--- src/rtl/rgb2hsv_pkg.sv ---
`default_nettype none
// ============================================================================
// rgb2hsv_pkg : sizing helpers and max-channel encoding for rgb2hsv_pipe
// Revision    : 1.0
// ============================================================================
package rgb2hsv_pkg;

   localparam logic [1:0] IDX_R = 2'd0;
   localparam logic [1:0] IDX_G = 2'd1;
   localparam logic [1:0] IDX_B = 2'd2;

   function automatic int clog2(input int value);
      int result;
      result = 0;
      for (int i = 0; i < 31; i++) begin
         if ((1 << i) < value) result = i + 1;
      end
      return result;
   endfunction

   function automatic int calc_hue_w(input int hue_mode, input int data_w);
      return (hue_mode == 1) ? 9 : data_w;
   endfunction

   function automatic int calc_latency(input int hue_mode, input int data_w);
      int hue_w;
      hue_w = calc_hue_w(hue_mode, data_w);
      return ((hue_w > data_w) ? hue_w : data_w) + 3;
   endfunction

endpackage
`default_nettype wire

--- src/rtl/div_pipe.sv ---
`default_nettype none
// ============================================================================
// div_pipe : pipelined restoring divider, one quotient bit per stage, MSB first
// Revision : 1.0
// ============================================================================
module div_pipe #(
   parameter int NUM_W = 16,
   parameter int DEN_W = 8,
   parameter int Q_W   = 8
) (
   input  logic             clk,
   input  logic             rst_n,
   input  logic             ce,
   input  logic [NUM_W-1:0] num,
   input  logic [DEN_W-1:0] den,
   output logic [Q_W-1:0]   q
);

   localparam int CW = (NUM_W > DEN_W + Q_W) ? NUM_W : DEN_W + Q_W;

   logic [CW-1:0]    r_rem [Q_W-1];
   logic [DEN_W-1:0] r_den [Q_W-1];
   logic [Q_W-1:0]   r_q   [Q_W];

   generate
      for (genvar i = 0; i < Q_W; i++) begin : g_stage
         localparam int K = Q_W - 1 - i;
         logic [CW-1:0]    w_rem;
         logic [CW-1:0]    w_sub;
         logic [DEN_W-1:0] w_den;
         logic [Q_W-1:0]   w_q;
         logic             w_ge;

         if (i == 0) begin : g_head
            // a zero divisor becomes 1 so the stage math stays defined; the top masks it
            assign w_rem = CW'(num);
            assign w_den = (den == '0) ? DEN_W'(1) : den;
            assign w_q   = '0;
         end else begin : g_body
            assign w_rem = r_rem[i-1];
            assign w_den = r_den[i-1];
            assign w_q   = r_q[i-1];
         end

         assign w_sub = CW'(w_den) << K;
         assign w_ge  = (w_rem >= w_sub);

         always_ff @(posedge clk or negedge rst_n) begin
            if (!rst_n) begin
               r_q[i] <= '0;
            end else if (ce) begin
               r_q[i] <= w_q | (Q_W'(w_ge) << K);
            end
         end

         if (i < Q_W - 1) begin : g_carry
            always_ff @(posedge clk or negedge rst_n) begin
               if (!rst_n) begin
                  r_rem[i] <= '0;
                  r_den[i] <= '0;
               end else if (ce) begin
                  r_rem[i] <= w_ge ? (w_rem - w_sub) : w_rem;
                  r_den[i] <= w_den;
               end
            end
         end
      end
   endgenerate

   assign q = r_q[Q_W-1];

endmodule
`default_nettype wire

--- src/rtl/rgb2hsv_pipe.sv ---
`default_nettype none
// ============================================================================
// rgb2hsv_pipe : fixed-latency pipelined RGB to HSV converter with sideband
// Revision     : 1.0
// ============================================================================
module rgb2hsv_pipe
   import rgb2hsv_pkg::*;
#(
   parameter int  DATA_W   = 8,
   parameter int  HUE_MODE = 0,
   parameter int  SYNC_W   = 3,
   localparam int HUE_W    = calc_hue_w(HUE_MODE, DATA_W)
) (
   input  logic              clk,
   input  logic              rst_n,
   input  logic              ce,
   input  logic              in_valid,
   input  logic [SYNC_W-1:0] sync_in,
   input  logic [DATA_W-1:0] red,
   input  logic [DATA_W-1:0] green,
   input  logic [DATA_W-1:0] blue,
   output logic              out_valid,
   output logic [SYNC_W-1:0] sync_out,
   output logic [HUE_W-1:0]  h,
   output logic [DATA_W-1:0] s,
   output logic [DATA_W-1:0] v
);

   localparam int QW      = (HUE_W > DATA_W) ? HUE_W : DATA_W;
   localparam int LATENCY = calc_latency(HUE_MODE, DATA_W);
   localparam int HSCALE  = (HUE_MODE == 1) ? 360 : (1 << DATA_W);
   localparam int FS      = (1 << DATA_W) - 1;
   localparam int SW      = DATA_W + 4;
   localparam int HNUM_W  = SW + clog2(HSCALE + 1);
   localparam int SNUM_W  = 2 * DATA_W;

   logic [DATA_W-1:0] w_mx, w_mn;
   logic [1:0]        w_idx;
   logic [DATA_W-1:0] r1_r, r1_g, r1_b, r1_mx, r1_delta;
   logic [1:0]        r1_idx;

   always_comb begin
      w_idx = IDX_R;
      w_mx  = red;
      if (red >= green && red >= blue) begin
         w_idx = IDX_R;
         w_mx  = red;
      end else if (green >= blue) begin
         w_idx = IDX_G;
         w_mx  = green;
      end else begin
         w_idx = IDX_B;
         w_mx  = blue;
      end
      w_mn = red;
      if (green < w_mn) w_mn = green;
      if (blue < w_mn)  w_mn = blue;
   end

   always_ff @(posedge clk or negedge rst_n) begin
      if (!rst_n) begin
         r1_r <= '0; r1_g <= '0; r1_b <= '0;
         r1_mx <= '0; r1_delta <= '0; r1_idx <= IDX_R;
      end else if (ce) begin
         r1_r <= red; r1_g <= green; r1_b <= blue;
         r1_mx <= w_mx; r1_delta <= w_mx - w_mn; r1_idx <= w_idx;
      end
   end

   logic signed [DATA_W:0] w_num;
   logic [SW-1:0]          w_d, w_base, w_six_d;
   logic signed [SW-1:0]   w_sum, w_hn;

   always_comb begin
      w_d     = SW'(r1_delta);
      w_six_d = (w_d << 2) + (w_d << 1);
      w_num   = $signed({1'b0, r1_g}) - $signed({1'b0, r1_b});
      w_base  = '0;
      case (r1_idx)
         IDX_G: begin
            w_num  = $signed({1'b0, r1_b}) - $signed({1'b0, r1_r});
            w_base = w_d << 1;
         end
         IDX_B: begin
            w_num  = $signed({1'b0, r1_r}) - $signed({1'b0, r1_g});
            w_base = w_d << 2;
         end
         default: begin
            w_num  = $signed({1'b0, r1_g}) - $signed({1'b0, r1_b});
            w_base = '0;
         end
      endcase
      // only the red sector can go negative; one wrap of 6*delta lands it in range
      w_sum = $signed(w_base) + $signed({{(SW-DATA_W-1){w_num[DATA_W]}}, w_num});
      w_hn  = w_sum[SW-1] ? (w_sum + $signed(w_six_d)) : w_sum;
   end

   logic [HNUM_W-1:0] r2_hnum;
   logic [SW-1:0]     r2_hden;
   logic [SNUM_W-1:0] r2_snum;
   logic [DATA_W-1:0] r2_sden, r2_mx;
   logic              r2_hzero, r2_szero;

   always_ff @(posedge clk or negedge rst_n) begin
      if (!rst_n) begin
         r2_hnum <= '0; r2_hden <= '0; r2_snum <= '0; r2_sden <= '0;
         r2_mx <= '0; r2_hzero <= 1'b0; r2_szero <= 1'b0;
      end else if (ce) begin
         r2_hnum  <= HNUM_W'($unsigned(w_hn)) * HNUM_W'(HSCALE);
         r2_hden  <= w_six_d;
         r2_snum  <= SNUM_W'(r1_delta) * SNUM_W'(FS);
         r2_sden  <= r1_mx;
         r2_mx    <= r1_mx;
         r2_hzero <= (r1_delta == '0);
         r2_szero <= (r1_mx == '0);
      end
   end

   logic [QW-1:0] w_hq, w_sq;

   div_pipe #(.NUM_W(HNUM_W), .DEN_W(SW), .Q_W(QW)) u_hdiv (
      .clk(clk), .rst_n(rst_n), .ce(ce), .num(r2_hnum), .den(r2_hden), .q(w_hq)
   );

   div_pipe #(.NUM_W(SNUM_W), .DEN_W(DATA_W), .Q_W(QW)) u_sdiv (
      .clk(clk), .rst_n(rst_n), .ce(ce), .num(r2_snum), .den(r2_sden), .q(w_sq)
   );

   logic [HUE_W-1:0]  w_h_val;
   logic [DATA_W-1:0] w_s_val;

   // quotient bits above the output width are always zero; fold them in as a saturate
   generate
      if (QW > HUE_W) begin : g_h_sat
         assign w_h_val = (|w_hq[QW-1:HUE_W]) ? '1 : w_hq[HUE_W-1:0];
      end else begin : g_h_full
         assign w_h_val = w_hq;
      end
      if (QW > DATA_W) begin : g_s_sat
         assign w_s_val = (|w_sq[QW-1:DATA_W]) ? '1 : w_sq[DATA_W-1:0];
      end else begin : g_s_full
         assign w_s_val = w_sq;
      end
   endgenerate

   logic [DATA_W-1:0]  r_mx_d [QW];
   logic [QW-1:0]      r_hz_d, r_sz_d;
   logic [LATENCY-1:0] r_vld;
   logic [SYNC_W-1:0]  r_sync [LATENCY];

   always_ff @(posedge clk or negedge rst_n) begin
      if (!rst_n) begin
         for (int i = 0; i < QW; i++) r_mx_d[i] <= '0;
         for (int i = 0; i < LATENCY; i++) r_sync[i] <= '0;
         r_hz_d <= '0; r_sz_d <= '0; r_vld <= '0;
         h <= '0; s <= '0; v <= '0;
      end else if (ce) begin
         r_mx_d[0] <= r2_mx;
         for (int i = 1; i < QW; i++) r_mx_d[i] <= r_mx_d[i-1];
         r_sync[0] <= sync_in;
         for (int i = 1; i < LATENCY; i++) r_sync[i] <= r_sync[i-1];
         r_hz_d <= {r_hz_d[QW-2:0], r2_hzero};
         r_sz_d <= {r_sz_d[QW-2:0], r2_szero};
         r_vld  <= {r_vld[LATENCY-2:0], in_valid};
         h <= r_hz_d[QW-1] ? '0 : w_h_val;
         s <= r_sz_d[QW-1] ? '0 : w_s_val;
         v <= r_mx_d[QW-1];
      end
   end

   assign out_valid = r_vld[LATENCY-1];
   assign sync_out  = r_sync[LATENCY-1];

endmodule
`default_nettype wire

--- config.mk ---
export PLATFORM = sky130hd
export DESIGN_NAME = rgb2hsv_pipe
export DESIGN_NICKNAME = d
export VERILOG_FILES = /design/src/rtl/rgb2hsv_pkg.sv /design/src/rtl/div_pipe.sv /design/src/rtl/rgb2hsv_pipe.sv
export SDC_FILE = /design/constraint.sdc
export NUM_CORES = 2
export LEC_CHECK = 0
export BUFFER_PORTS_ARGS = -buffer_cell sky130_fd_sc_hd__clkbuf_2
export CAP_MARGIN = 25
export CORE_UTILIZATION = 69
export DETAILED_ROUTE_END_ITERATION = 7
export PLACE_DENSITY_LB_ADDON = 0.3
export SLEW_MARGIN = 0
export SYNTH_ARGS = -nofsm -noshare
export SYNTH_HDL_FRONTEND = slang
export SYNTH_HIERARCHICAL = 1
export SYNTH_SLANG_ARGS = --single-unit
--- constraint.sdc ---
create_clock -name clk -period 12.8 [get_ports clk]
set_input_delay 0.64 -clock clk [delete_from_list [all_inputs] [get_ports clk]]
set_output_delay 0.64 -clock clk [all_outputs]
set_load 0.02 [all_outputs]
==> results.toml <==
[cells_and_area]
area_growth_pct = 7.964
fin_nets = 4597
diodes = 0
layout-drive-gt1-share_pct = 12.84
final_core_util_pct = 75.56
design_area_um2 = 44680
regArea_um2 = 17690
multi_input_area_um2 = 21740
n_fill_cell = 4056

[clock_network]
hold_buffers = 0
cts_root_buf = "clkbuf_16"
cts_buffer_depth = 3
cts_buffers = 75
htreeDepth = 3
post_cts_buffers = 0
ctsResizeCount = 0
tritoncts = "built"
clkLatencyLatePin_ns = 0.62
path_clk_slew_ns = 0.05
clock-sinks = 707

[die]
pin_count = 59
die_h_um = 246.9
start_util_pct = 69.98
rows = 89
core_area_um2 = 59130
chipWidth_um = 246.9
die-area_um2 = 60960

[route]
route.vias.total = 30140
vias_per_cell = 5.960
ant_nets = 0
dr.pass1.iters = 8
wl_per_cell_um = 16.92
post-route-drc-count = 7
drt_iter0_drc = 1967
drt-total-wl_mm = 85.59

[global_route]
top_usage_layer = "met2"
grt_pass1_wl_mm = 144.2
grtUsageTotal_pct = 28.76
grt_overflow = 0
grt_use_met1_pct = 37.46
antenna_found_initial = 0
grt_pass1_vias = 29810
grtUsageMet3_pct = 3.137
use_met2_pct = 49.70
grt_max_degree = 246

[setup_path]
cp.required_ns = 13.26
crit_path_end_kind = "flip-flop"
startpoint_type = "input port"
path_class = "in2reg"
critPathMaxFanout = 14
worstPathArrival_ns = 5.47

[sta]
fin_skew_ns = 0.02682
setup_violations = 0
drv_slew = 0
finalSetupTns_ns = 0
fin_crit_sh_pct = 39.16
fin_crit_ns = 5.012
fmax_mhz = 199.5
rsz0062_at_grt = "no"
tightest_slew_ns = 1.065
hold_viol = 0
slew_headroom_pct = 29.00

[job]
max-cap-violations = 0

[synthesis]
netlist_area_um2 = 41380
ys_seq_area_share_pct = 42.75
ys_types = 104
ys.flop_type = "dfrtp_1"
synthCells = 4216
synth_edf_count = 0
async_flop_share_pct = 100.0
yosysWarnings = 6
synth_seq_cells = 707
syn-mean-instance-area_um2 = 9.816

[worst_hold_path]
min_path_type = "in2async"

[placement]
portBuffers = 58
gp_congestion = 0.9119
place_hpwl_mm = 58.98
postPlaceCellArea_um2 = 42260

[status]
violations = "DRC"
outcome = "complete, but fails checks"
## per-layer routing
layer	vias up	routed length [um]
met1	14610	37370
met3	190	2992
met4	0	2654
li1	14720	-
met5	-	0
met2	627	42570
## worst paths after layout
kind	from	slack, ns	depth (start not counted)	to
setup reg to reg	r1_delta[6]	7.99	12	r2_snum[14]
max in group asynchronous	rst_n	10.50	3	r1_delta[6]
hold / removal	rst_n	0.07	1	u_hdiv/g_stage[7].w_den[1]
setup / recovery	red[2]	7.79	27	r1_delta[7]
hold reg to reg	u_sdiv/g_stage[5].w_den[7]	0.48	2	u_sdiv/g_stage[6].w_den[7]
min in group clk	in_valid	0.24	2	r_vld[0]
## flip-flops by register name, summed over array words and instances, names as in the netlist, 11 cells and up
register              count
r2_hnum                  12
r2_snum                  16
r_mx_d                   64
r_sync                   30
r_vld                    11
u_hdiv/g_stage.w_den     84
u_hdiv/g_stage.w_q       28
u_hdiv/g_stage.w_rem    147
u_sdiv/g_stage.w_den     56
u_sdiv/g_stage.w_q       28
u_sdiv/g_stage.w_rem    112
## final cells by class
cell class	count	area share, %
clock inverter	31	0.6469
timing repair buffer	78	1.168
multi-input combinational	3008	48.66
inverter	355	2.983
clock buffer	106	4.775
sequential	707	39.60
tap	773	2.165
## critical path: stages
cell and delay [ns]:
clkbuf_2 0.14, inv_1 0.06, ha_1 0.28, o21ai_0 0.08, a21oi_1 0.12, nor2_1 0.06, o211ai_1 0.15, buf_4 0.23
mux2i_1 0.29, ha_1 0.24, o21a_1 0.12, nor2_1 0.04, o31a_1 0.27, a31oi_1 0.71, nor2_1 0.10, a21oi_1 0.26
inv_1 0.08, ha_1 0.27, nor2b_1 0.12, o21ai_0 0.22, a21oi_1 0.11, o21ai_0 0.23, nand2b_1 0.09, a21oi_1 0.18
xnor2_1 0.15, xnor2_1 0.14, mux2i_1 0.09
## logic make-up after synthesis
logic type      after synthesis  share of synthesized area, %
compound gates             1002                         14.92
buf+inv                     523                         4.916
simple gates               1099                         12.61
flops                       707                         42.75
xor+xnor                    165                         3.510
mux                         378                         10.05
fa+ha+maj                   341                         11.24
other cells                   1                      0.009062
## layout by cell type, fill, tap and decap left out, types with 28 or more instances in the layout
cell type,instances
nor4_1,29
nand2_1,330
inv_1,355
nand3b_1,28
xor2_1,48
clkbuf_16,75
nand3_1,53
a31oi_1,50
nand2b_1,45
a21oi_1,315
a21o_1,52
clkbuf_2,56
nor2b_1,54
dfrtp_1,707
o21ai_0,299
xnor2_1,116
ha_1,290
fa_1,51
mux2_2,291
o21a_1,52
nor3_1,54
mux2i_1,85
nor2_1,368
## metrics by stage
| step | hold WS [ns] | cells | worst slack [ns] |
|---|---|---|---|
| 2_1_floorplan | 0.3444 | 4238 | 8.135 |
| 3_3_place_gp | 0.4579 | 4918 | 7.271 |
| 3_5_place_dp | 0.4651 | 4921 | 7.198 |
| 4_1_cts | 0.08835 | 5058 | 7.844 |
| 5_1_grt | 0.1449 | 5058 | 7.295 |
| 6_report | 0.07440 | 5058 | 7.788 |
## Yosys cell counts, drive strengths merged (9+ instances only)
master / number / area [um^2]
dfrtp: 707 / 17690
nor2: 369 / 1388
inv: 355 / 1333
nand2: 330 / 1239
a21oi: 319 / 1608
o21ai: 310 / 1563
mux2: 293 / 3307
ha: 290 / 3628
clkbuf: 143 / 536.8
xnor2: 117 / 1032
mux2i: 85 / 850.8
nor3: 55 / 280.3
nor2b: 54 / 337.8
nand3: 53 / 265.3
a21o: 52 / 390.4
o21a: 52 / 390.4
fa: 51 / 1021
a31oi: 50 / 312.8
xor2: 48 / 420.4
nand2b: 45 / 281.5
nor4: 32 / 227.7
nand3b: 28 / 210.2
buf: 25 / 165.2
or3: 25 / 161.4
o211ai: 24 / 180.2
a211oi: 22 / 187.7
o31a: 22 / 195.2
nand4: 17 / 106.4
or2: 17 / 108.9
and3: 16 / 100.1
o31ai: 16 / 133.9
nor4b: 14 / 128.9
o21bai: 13 / 97.59
a21boi: 12 / 97.59
or4: 11 / 90.08
a221oi: 9 / 78.83
a22oi: 9 / 67.56
Power is not shown: default switching activity piles up to over one toggle a cycle in this logic, so the estimate is an artifact.
